[config.mk]
export PLATFORM = sky130hd
export DESIGN_NAME = step_dir_generator_flat
export DESIGN_NICKNAME = d
export VERILOG_FILES = /design/src/rtl/step_dir_generator_if.sv /design/src/rtl/step_dir_generator.sv /design/src/flat_wrapper.sv
export SDC_FILE = /design/constraint.sdc
export NUM_CORES = 1
export LEC_CHECK = 0
export ABC_AREA = 1
export BUFFER_PORTS_ARGS = -buffer_cell sky130_fd_sc_hd__buf_2
export CORE_UTILIZATION = 62
export CTS_BUF_LIST = sky130_fd_sc_hd__clkbuf_4
export CTS_CLUSTER_DIAMETER = 50
export DETAILED_ROUTE_END_ITERATION = 16
export PLACE_DENSITY = 0.8
export SLEW_MARGIN = 40
export SYNTH_ARGS = -nofsm -noshare
export SYNTH_HDL_FRONTEND = slang
export SYNTH_SLANG_ARGS = --single-unit
export TNS_END_PERCENT = 100
[constraint.sdc]
create_clock -name clk -period 3.4 [get_ports clk]
set_input_delay 0.17 -clock clk [delete_from_list [all_inputs] [get_ports clk]]
set_output_delay 0.17 -clock clk [all_outputs]
set_load 0.02 [all_outputs]
[src/rtl/step_dir_generator_if.sv]
// step_dir_generator_if: command and step/dir output bundle; step_count exists only with STEPGEN_COUNT_EN
interface step_dir_generator_if #(
    parameter int count_bits  = 32,
    parameter int period_bits = 32
);
    logic                   start;
    logic                   abort;
    logic                   dir_in;
    logic [count_bits-1:0]  steps;
    logic [period_bits-1:0] period;
    logic                   step;
    logic                   dir;
    logic                   busy;
    logic                   done;
`ifdef STEPGEN_COUNT_EN
    logic [count_bits-1:0]  step_count;
    modport master (output start, abort, dir_in, steps, period, input step, dir, busy, done, step_count);
    modport slave  (input start, abort, dir_in, steps, period, output step, dir, busy, done, step_count);
`else
    modport master (output start, abort, dir_in, steps, period, input step, dir, busy, done);
    modport slave  (input start, abort, dir_in, steps, period, output step, dir, busy, done);
`endif
endinterface

[src/rtl/step_dir_generator.sv]
// step_dir_generator: step/dir pulse-train generator; define STEPGEN_COUNT_EN to add the signed step_count position counter
module step_dir_generator #(
    parameter int count_bits  = 32,
    parameter int period_bits = 32,
    parameter int pulse_width = 8,
    parameter int dir_setup   = 4
) (
    input logic                 clk,
    input logic                 resetn,
    step_dir_generator_if.slave bus
);
    localparam int tw = period_bits + 1;
    typedef enum logic [1:0] {IDLE, SETUP, PULSE, GAP} state_t;
    state_t                state, nxt;
    logic [tw-1:0]         tmr, gap_q, eff;
    logic [count_bits-1:0] rem;
    logic                  dir_q, done_q, abort_q, accept, tmr_zero, step_o, busy_o, pulse_start;
    assign accept      = state == IDLE && bus.start && bus.steps != '0;
    assign tmr_zero    = tmr == '0;
    assign pulse_start = nxt == PULSE && state != PULSE;
    assign eff         = {1'b0, bus.period} > tw'(2 * pulse_width) ? {1'b0, bus.period} : tw'(2 * pulse_width);
    // state register
    always_ff @(posedge clk or negedge resetn) begin
        if (!resetn) state <= IDLE;
        else         state <= nxt;
    end
    // next state; an abort seen during a pulse is remembered so the pulse still runs full width
    always_comb begin
        nxt = state;
        case (state)
            IDLE:    nxt = accept ? SETUP : IDLE;
            SETUP:   nxt = bus.abort ? IDLE : tmr_zero ? PULSE : SETUP;
            PULSE:   nxt = !tmr_zero ? PULSE : (abort_q || bus.abort) ? IDLE : GAP;
            GAP:     nxt = bus.abort ? IDLE : !tmr_zero ? GAP : rem != '0 ? PULSE : IDLE;
            default: nxt = IDLE;
        endcase
    end
    // outputs decoded from state so step drops the instant reset asserts
    always_comb begin
        step_o = state == PULSE;
        busy_o = state != IDLE;
    end
    assign bus.step = step_o;
    assign bus.busy = busy_o;
    assign bus.dir  = dir_q;
    assign bus.done = done_q;
    // phase timer, counts down the remaining cycles of SETUP, PULSE or GAP
    always_ff @(posedge clk or negedge resetn) begin
        if (!resetn)                          tmr <= '0;
        else if (accept)                      tmr <= tw'(dir_setup - 1);
        else if (pulse_start)                 tmr <= tw'(pulse_width - 1);
        else if (state == PULSE && nxt == GAP) tmr <= gap_q;
        else if (!tmr_zero)                   tmr <= tmr - tw'(1);
    end
    // move parameters latched on an accepted start; the gap reload is derived from the effective period
    always_ff @(posedge clk or negedge resetn) begin
        if (!resetn) begin
            dir_q <= 1'b0;
            gap_q <= '0;
            rem   <= '0;
        end else if (accept) begin
            dir_q <= bus.dir_in;
            gap_q <= eff - tw'(pulse_width + 1);
            rem   <= bus.steps;
        end else if (state == PULSE && nxt != PULSE) begin
            rem   <= rem - count_bits'(1);
        end
    end
    // completion pulse and pending abort
    always_ff @(posedge clk or negedge resetn) begin
        if (!resetn) begin
            done_q  <= 1'b0;
            abort_q <= 1'b0;
        end else begin
            done_q  <= state == IDLE ? bus.start && bus.steps == '0 : nxt == IDLE;
            abort_q <= state == PULSE && nxt == PULSE && (abort_q || bus.abort);
        end
    end
`ifdef STEPGEN_COUNT_EN
    logic [count_bits-1:0] pos;
    // signed position, moved on every step rising edge
    always_ff @(posedge clk or negedge resetn) begin
        if (!resetn)          pos <= '0;
        else if (pulse_start) pos <= dir_q ? pos + count_bits'(1) : pos - count_bits'(1);
    end
    assign bus.step_count = pos;
`endif
endmodule

[src/flat_wrapper.sv]
// flat-port wrapper written by rule: the top's interface ports become plain ports
module step_dir_generator_flat 
#(
    parameter int count_bits  = 32,
    parameter int period_bits = 32,
    parameter int pulse_width = 8,
    parameter int dir_setup   = 4
)
  (clk, resetn, bus_start, bus_abort, bus_dir_in, bus_steps, bus_period, bus_step, bus_dir, bus_busy, bus_done);
  step_dir_generator_if #(.count_bits(count_bits), .period_bits(period_bits)) bus_i ();
  input logic clk;
  input logic resetn;
  input wire logic [$bits(bus_i.start)-1:0] bus_start;
  input wire logic [$bits(bus_i.abort)-1:0] bus_abort;
  input wire logic [$bits(bus_i.dir_in)-1:0] bus_dir_in;
  input wire logic [$bits(bus_i.steps)-1:0] bus_steps;
  input wire logic [$bits(bus_i.period)-1:0] bus_period;
  output wire logic [$bits(bus_i.step)-1:0] bus_step;
  output wire logic [$bits(bus_i.dir)-1:0] bus_dir;
  output wire logic [$bits(bus_i.busy)-1:0] bus_busy;
  output wire logic [$bits(bus_i.done)-1:0] bus_done;
  assign bus_i.start = bus_start;
  assign bus_i.abort = bus_abort;
  assign bus_i.dir_in = bus_dir_in;
  assign bus_i.steps = bus_steps;
  assign bus_i.period = bus_period;
  assign bus_step = bus_i.step;
  assign bus_dir = bus_i.dir;
  assign bus_busy = bus_i.busy;
  assign bus_done = bus_i.done;
  step_dir_generator #(.count_bits(count_bits), .period_bits(period_bits), .pulse_width(pulse_width), .dir_setup(dir_setup)) u_core (.clk(clk), .resetn(resetn), .bus(bus_i));
endmodule
# Yosys cells after proc, flatten, opt, wreduce, memory -nomap -nowiden
# Cells that the tools add are included.
# W data, S select, Z words.
[op_classes]
multipliers = 0
reduce_logical = 17
n_shift = 0
add_sub_neg = 3
n_mux = 17
div_mod_pow = 0
order_cmp = 1
bitwise = 0
n_eq_ne = 8
[op_table]
columns = ["cell", "count"]
rows = [
  ["$mux W33", 4],
  ["$mux W32", 3],
  ["$reduce_bool A32 Y1", 2],
  ["$logic_not A33 Y1", 1],
  ["$sub A33 B1 Y33 const B", 1],
  ["$sub A33 B4 Y33 const B", 1],
  ["$gt A32 B5 Y1 const B", 1],
  ["$logic_not A32 Y1", 1],
  ["$sub A32 B1 Y32 const B", 1],
  ["$mux W2", 7],
  ["$eq A2 B2 Y1 const B", 4],
  ["$logic_and A1 B1 Y1", 8],
  ["$pmux W2 S4", 1],
  ["$logic_not A2 Y1", 2],
  ["$ne A2 B2 Y1 const B", 2],
  ["$ne A4 B3 Y1 const B", 1],
  ["$reduce_bool A2 Y1", 2],
  ["$eq A2 B1 Y1 const B", 1],
  ["$mux W1", 2],
  ["$logic_or A1 B1 Y1", 1],
]
[totals]
latchBits = 0
mem_bits_rw = 0
wordCells = 53
mem_bits_ro = 0
n_memories = 0
inputBits = 69
output_inout_bits = 4
ff_bits = 103

# Depth between registers and ports, before layout
[logic_depth]
ltp_word = 10
depth_mapped = 18
mapped_depth_nobuf = 16

# Worst setup path after synthesis
# Ideal clock, no wire load.
[synth_path]
path_kind = "input port to flip-flop"
from = "input port bus_period[9]"
to = "register u_core.gap_q[20]"
t_arrival_ns = 1.907
n_path_buf = 2
path_stages = 17
path_slack_ns = 1.376
required_ns = 3.282
cell_sequence = "inv_1 > nand2_1 > nor2_1 > nand2_1 > nor2_1 > nand2_1 > buf_2 > nand2_1 > ha_1 > a21oi_1 > inv_1 > nand4_1 > nor2_1 > buf_2 > nand4_1 > nand3_1 > nand2_1"
[synth_via]
elab_chain_cells = 3
[synth_rtl]
columns = ["element", "line", "rtl"]
rows = [
  ["from (decl)", "flat_wrapper.sv:17", "input wire logic [$bits(bus_i.period)-1:0] bus_period;"],
  ["$gt A32 B5 Y1", "step_dir_generator.sv:21", "assign eff = {1'b0, bus.period} > tw'(2 * pulse_width) ? {1'b0, bus.period} : tw'(2 * pulse_width);"],
  ["$mux W32 *", "step_dir_generator.sv:21", ""],
  ["$sub A33 B4 Y33 *", "step_dir_generator.sv:63", "gap_q <= eff - tw'(pulse_width + 1);"],
  ["to (signal assigned)", "step_dir_generator.sv:63", ""],
  ["to (decl)", "step_dir_generator.sv:15", "logic [tw-1:0] tmr, gap_q, eff;"],
]
# Mark *: on every way between the ends. The rest lies on a longest branch, timed or not.
# A chain may end at the register's enable or synchronous reset.

# Final worst setup path
[layout_path]
from = "input port bus_period[25]"
to = "register u_core.gap_q[12]"
[layout_via]
elab_chain_cells = 3
[layout_rtl]
columns = ["element", "line"]
rows = [
  ["$gt A32 B5 Y1", "step_dir_generator.sv:21"],
  ["$mux W32", "step_dir_generator.sv:21"],
  ["$sub A33 B4 Y33", "step_dir_generator.sv:63"],
]
# No other way between the ends.

==> results.sh <==
export IMPL_clk_path_buf_depth=2
export IMPL_global_route_wire_length_before_repair_um=30900
export IMPL_min_delay_path_class="input pin to flop"
export IMPL_timing_final_crit_period_ns=2.97
export IMPL_worstMarginPinSlew_ns=0.690
export IMPL_grtUsageTotal=0.339
export IMPL_dp_hpwl_um=13900
export IMPL_grt_pass1_vias=6350
export IMPL_starting_density=0.646
export IMPL_post_cts_repair_setup_buffers=0
export IMPL_fmaxAchievable_mhz=337
export IMPL_finalWeightedCongestion=1.01
export IMPL_detailedRoute_firstIterationViolations=685
export IMPL_cts_reportedPaths_clkPinSlew_ns=0.16
export IMPL_hold_path_cell_count=5
export IMPL_clk_latency_ns=0.49
export IMPL_avgViaCountPerCell=5.52
export IMPL_outcome="finished clean"
export IMPL_power_density_cell_area_nw_per_um2=721
export IMPL_place_inst=1235
export IMPL_synth_area_sq_um=7120
export IMPL_avgSynthCellArea_sq_um=6.81
export IMPL_area_growth_synth_to_final_pct=12.4
export IMPL_synthesis_instances=1045
export IMPL_rsz_0062_raised_after_global_routing="no"
export IMPL_detailroute_via_count=7091
export IMPL_die_w_um=109
export IMPL_ys_ff_latch=103
export IMPL_maxSlewHeadroom=0.540
export IMPL_cap_violations=0
export IMPL_cts_buffers=9
export IMPL_synthesis_yosys_warnings=0
export IMPL_antenna_diode_count=0
export IMPL_grt_start_max_net_pins=64
export IMPL_dominantRegCellSynth="dfrtp_1"
export IMPL_register_area_share_after_synthesis=0.362
export IMPL_crit_type="input pin to flop"
export IMPL_synth_edf_count=0
export IMPL_fin_setup_tns_ns=0
export IMPL_die_height_um=109
export IMPL_post_cts_resized_instances=0
export IMPL_layout_cell_share_with_drive_strength_beyond_1=0.126
export IMPL_postRouteWirelength_um=19000
export IMPL_leakage_nw=4.02
export IMPL_post_synth_num_cell_types=40
export IMPL_tritoncts="built"
export IMPL_number_of_clock_sinks_seen_by_cts=103
export IMPL_ys_top_cells_by_area="dfrtp_1, nand2_1, nor2_1"
export IMPL_grt_antenna_before_repair=0
export IMPL_critPathMaxFanout=13
export IMPL_ys_top_cells_by_count="nand2_1, nor2_1, dfrtp_1, inv_1, nand3_1"
export IMPL_worstPathRequired_ns=3.83
export IMPL_final_min_period_over_clock_period=0.872
export IMPL_cp_start_kind="input pin"
export IMPL_drv_slew=0
export IMPL_synth_top_area_share=0.362
export IMPL_numPortBuffers=72
export IMPL_die_area_sq_um=11900
export IMPL_final_hold_violation_count=0
export IMPL_finalClockSkew_ns=0.0195
export IMPL_total_nets_after_synthesis=1119
export IMPL_finish_net_count=1213
export IMPL_drt_drc_violations_left=0
export IMPL_cts_root_buffer_cell="clkbuf_4"
export IMPL_drt_antenna_net_count=0
export IMPL_async_reset_ff_frac=1.00
export IMPL_core_area_sq_um=11000
export IMPL_synth_most_common_cell="nand2_1"
export IMPL_final_instance_count_excl_fill=1284
export IMPL_global_route_overflow_total=0
export IMPL_peakVddDrop_v=0.000687
export IMPL_worst_ep_arrival_time_ns=3.40
export IMPL_yosys_top_cell_by_area="dfrtp_1"
export IMPL_route_detailed_wl_per_inst_um=14.8
export IMPL_setup_viol_count_final=0
export IMPL_pin_count=73
export IMPL_worstSetupEndpointType="flop"
export IMPL_row_count=38
export IMPL_r2r_cells=13
export IMPL_detailedRoute_firstPassIterationCount=5
export IMPL_htree_num_levels=3
[area by class of cell]
class / instances / area [sq um]
tap: 140 / 175
timing repair buffer: 112 / 749
clock inverter: 6 / 55.1
multi-input combinational: 803 / 3960
inverter: 110 / 413
sequential: 103 / 2580
clock buffer: 10 / 75.1
fill: 925 / 3030
[critical path: stages]
cell           delay [ns]
dlygate4sd3_1        0.54
buf_2                0.14
inv_1                0.10
nand2_1              0.09
nor2_1               0.15
nand2_1              0.07
nor2_1               0.09
nand2_1              0.27
nand2_1              0.15
ha_1                 0.21
a21oi_1              0.13
inv_1                0.07
nand4_1              0.13
nor2_1               0.55
inv_1                0.18
o21bai_1             0.17
nand3_1              0.08
nand2_1              0.09
[layout by cell type, fill, tap and decap left out, types with 5 or more instances in the layout]
master         instances
a211oi_1               6
a21oi_1               22
a31oi_1               13
buf_2                 71
buf_4                  7
clkbuf_4              10
dfrtp_1              103
dlygate4sd3_1         33
ha_1                   5
inv_1                101
inv_2                  7
mux2i_1               10
nand2_1              265
nand3_1               59
nand4_1               23
nor2_1               212
nor2_2                 8
nor2_4                 5
nor3_1                19
o21ai_0               37
o21ai_1               17
o21ai_2               15
o21bai_1               6
xnor2_1               16
xor2_1                32
[flip-flops by register name, summed over array words and instances (netlist names)]
name	count
u_core.bus.done	1
u_core.gap_q	33
u_core.rem	32
u_core.tmr	33
u_core.abort_q	1
u_core.bus.dir	1
u_core.state	2
[kinds of logic after synthesis]
group           count (synthesis)  share of synthesized area
simple gates                  609                      0.362
buf+inv                       139                     0.0819
compound gates                131                      0.112
flops                         103                      0.362
xor+xnor                       48                     0.0590
mux                            10                     0.0141
fa+ha+maj                       5                    0.00879
[worst paths after layout]
kind / startpoint / end / slack [ns]
max: bus_period[25] / u_core.gap_q[12]$_DFFE_PN0P_ / 0.43
max in group asynchronous: resetn / u_core.rem[8]$_DFFE_PN0P_ / 2.46
min in group asynchronous: resetn / u_core.state[0]$_DFF_PN0_ / 0.20
min: bus_steps[8] / u_core.rem[8]$_DFFE_PN0P_ / 0.03
max reg2reg: u_core.tmr[1]$_DFFE_PN0P_ / u_core.rem[6]$_DFFE_PN0P_ / 0.51
min reg2reg: u_core.gap_q[32]$_DFFE_PN0P_ / u_core.gap_q[32]$_DFFE_PN0P_ / 0.51
[routing by layer]
metal	GRT usage	vias to the layer above	share of wire
li1	-	3549	-
met4	0.100	0	0.019
met2	0.490	306	0.41
met3	0.0669	32	0.085
met5	0	-	0
met1	0.508	3204	0.48
[where the power goes]
part	switching (W)	internal, W	leakage (nW)	total, W
logic	0.00188	0.00106	2.64	0.00294
clock network	0.000454	0.000170	0.0701	0.000624
registers	0.000485	0.00172	1.30	0.00221
[through the flow]
| step | util | worst slack [ns] | power, W | hold slack (ns) | area (sq um) |
|---|---|---|---|---|---|
| final | 0.726 | 0.434 | 0.00577 | 0.0293 | 8010 |
| after detailed placement | 0.684 | 0.537 | 0.00508 | 0.305 | 7540 |
| after floorplan | - | 1.38 | 0.00443 | -0.126 | 7120 |
| after CTS | 0.725 | 0.517 | 0.00574 | 0.00454 | 8000 |
| after global placement | 0.684 | 0.583 | 0.00500 | 0.302 | 7540 |
| after global routing | 0.726 | 0.125 | 0.00628 | 0.0341 | 8010 |
[what timing repair did]
action	4_1_cts	5_1_grt
hold buffers	33	0
setup endpoints to repair	0	0
endpoints found under the hold margin	93	0
(Power assumes the default switching activity.)
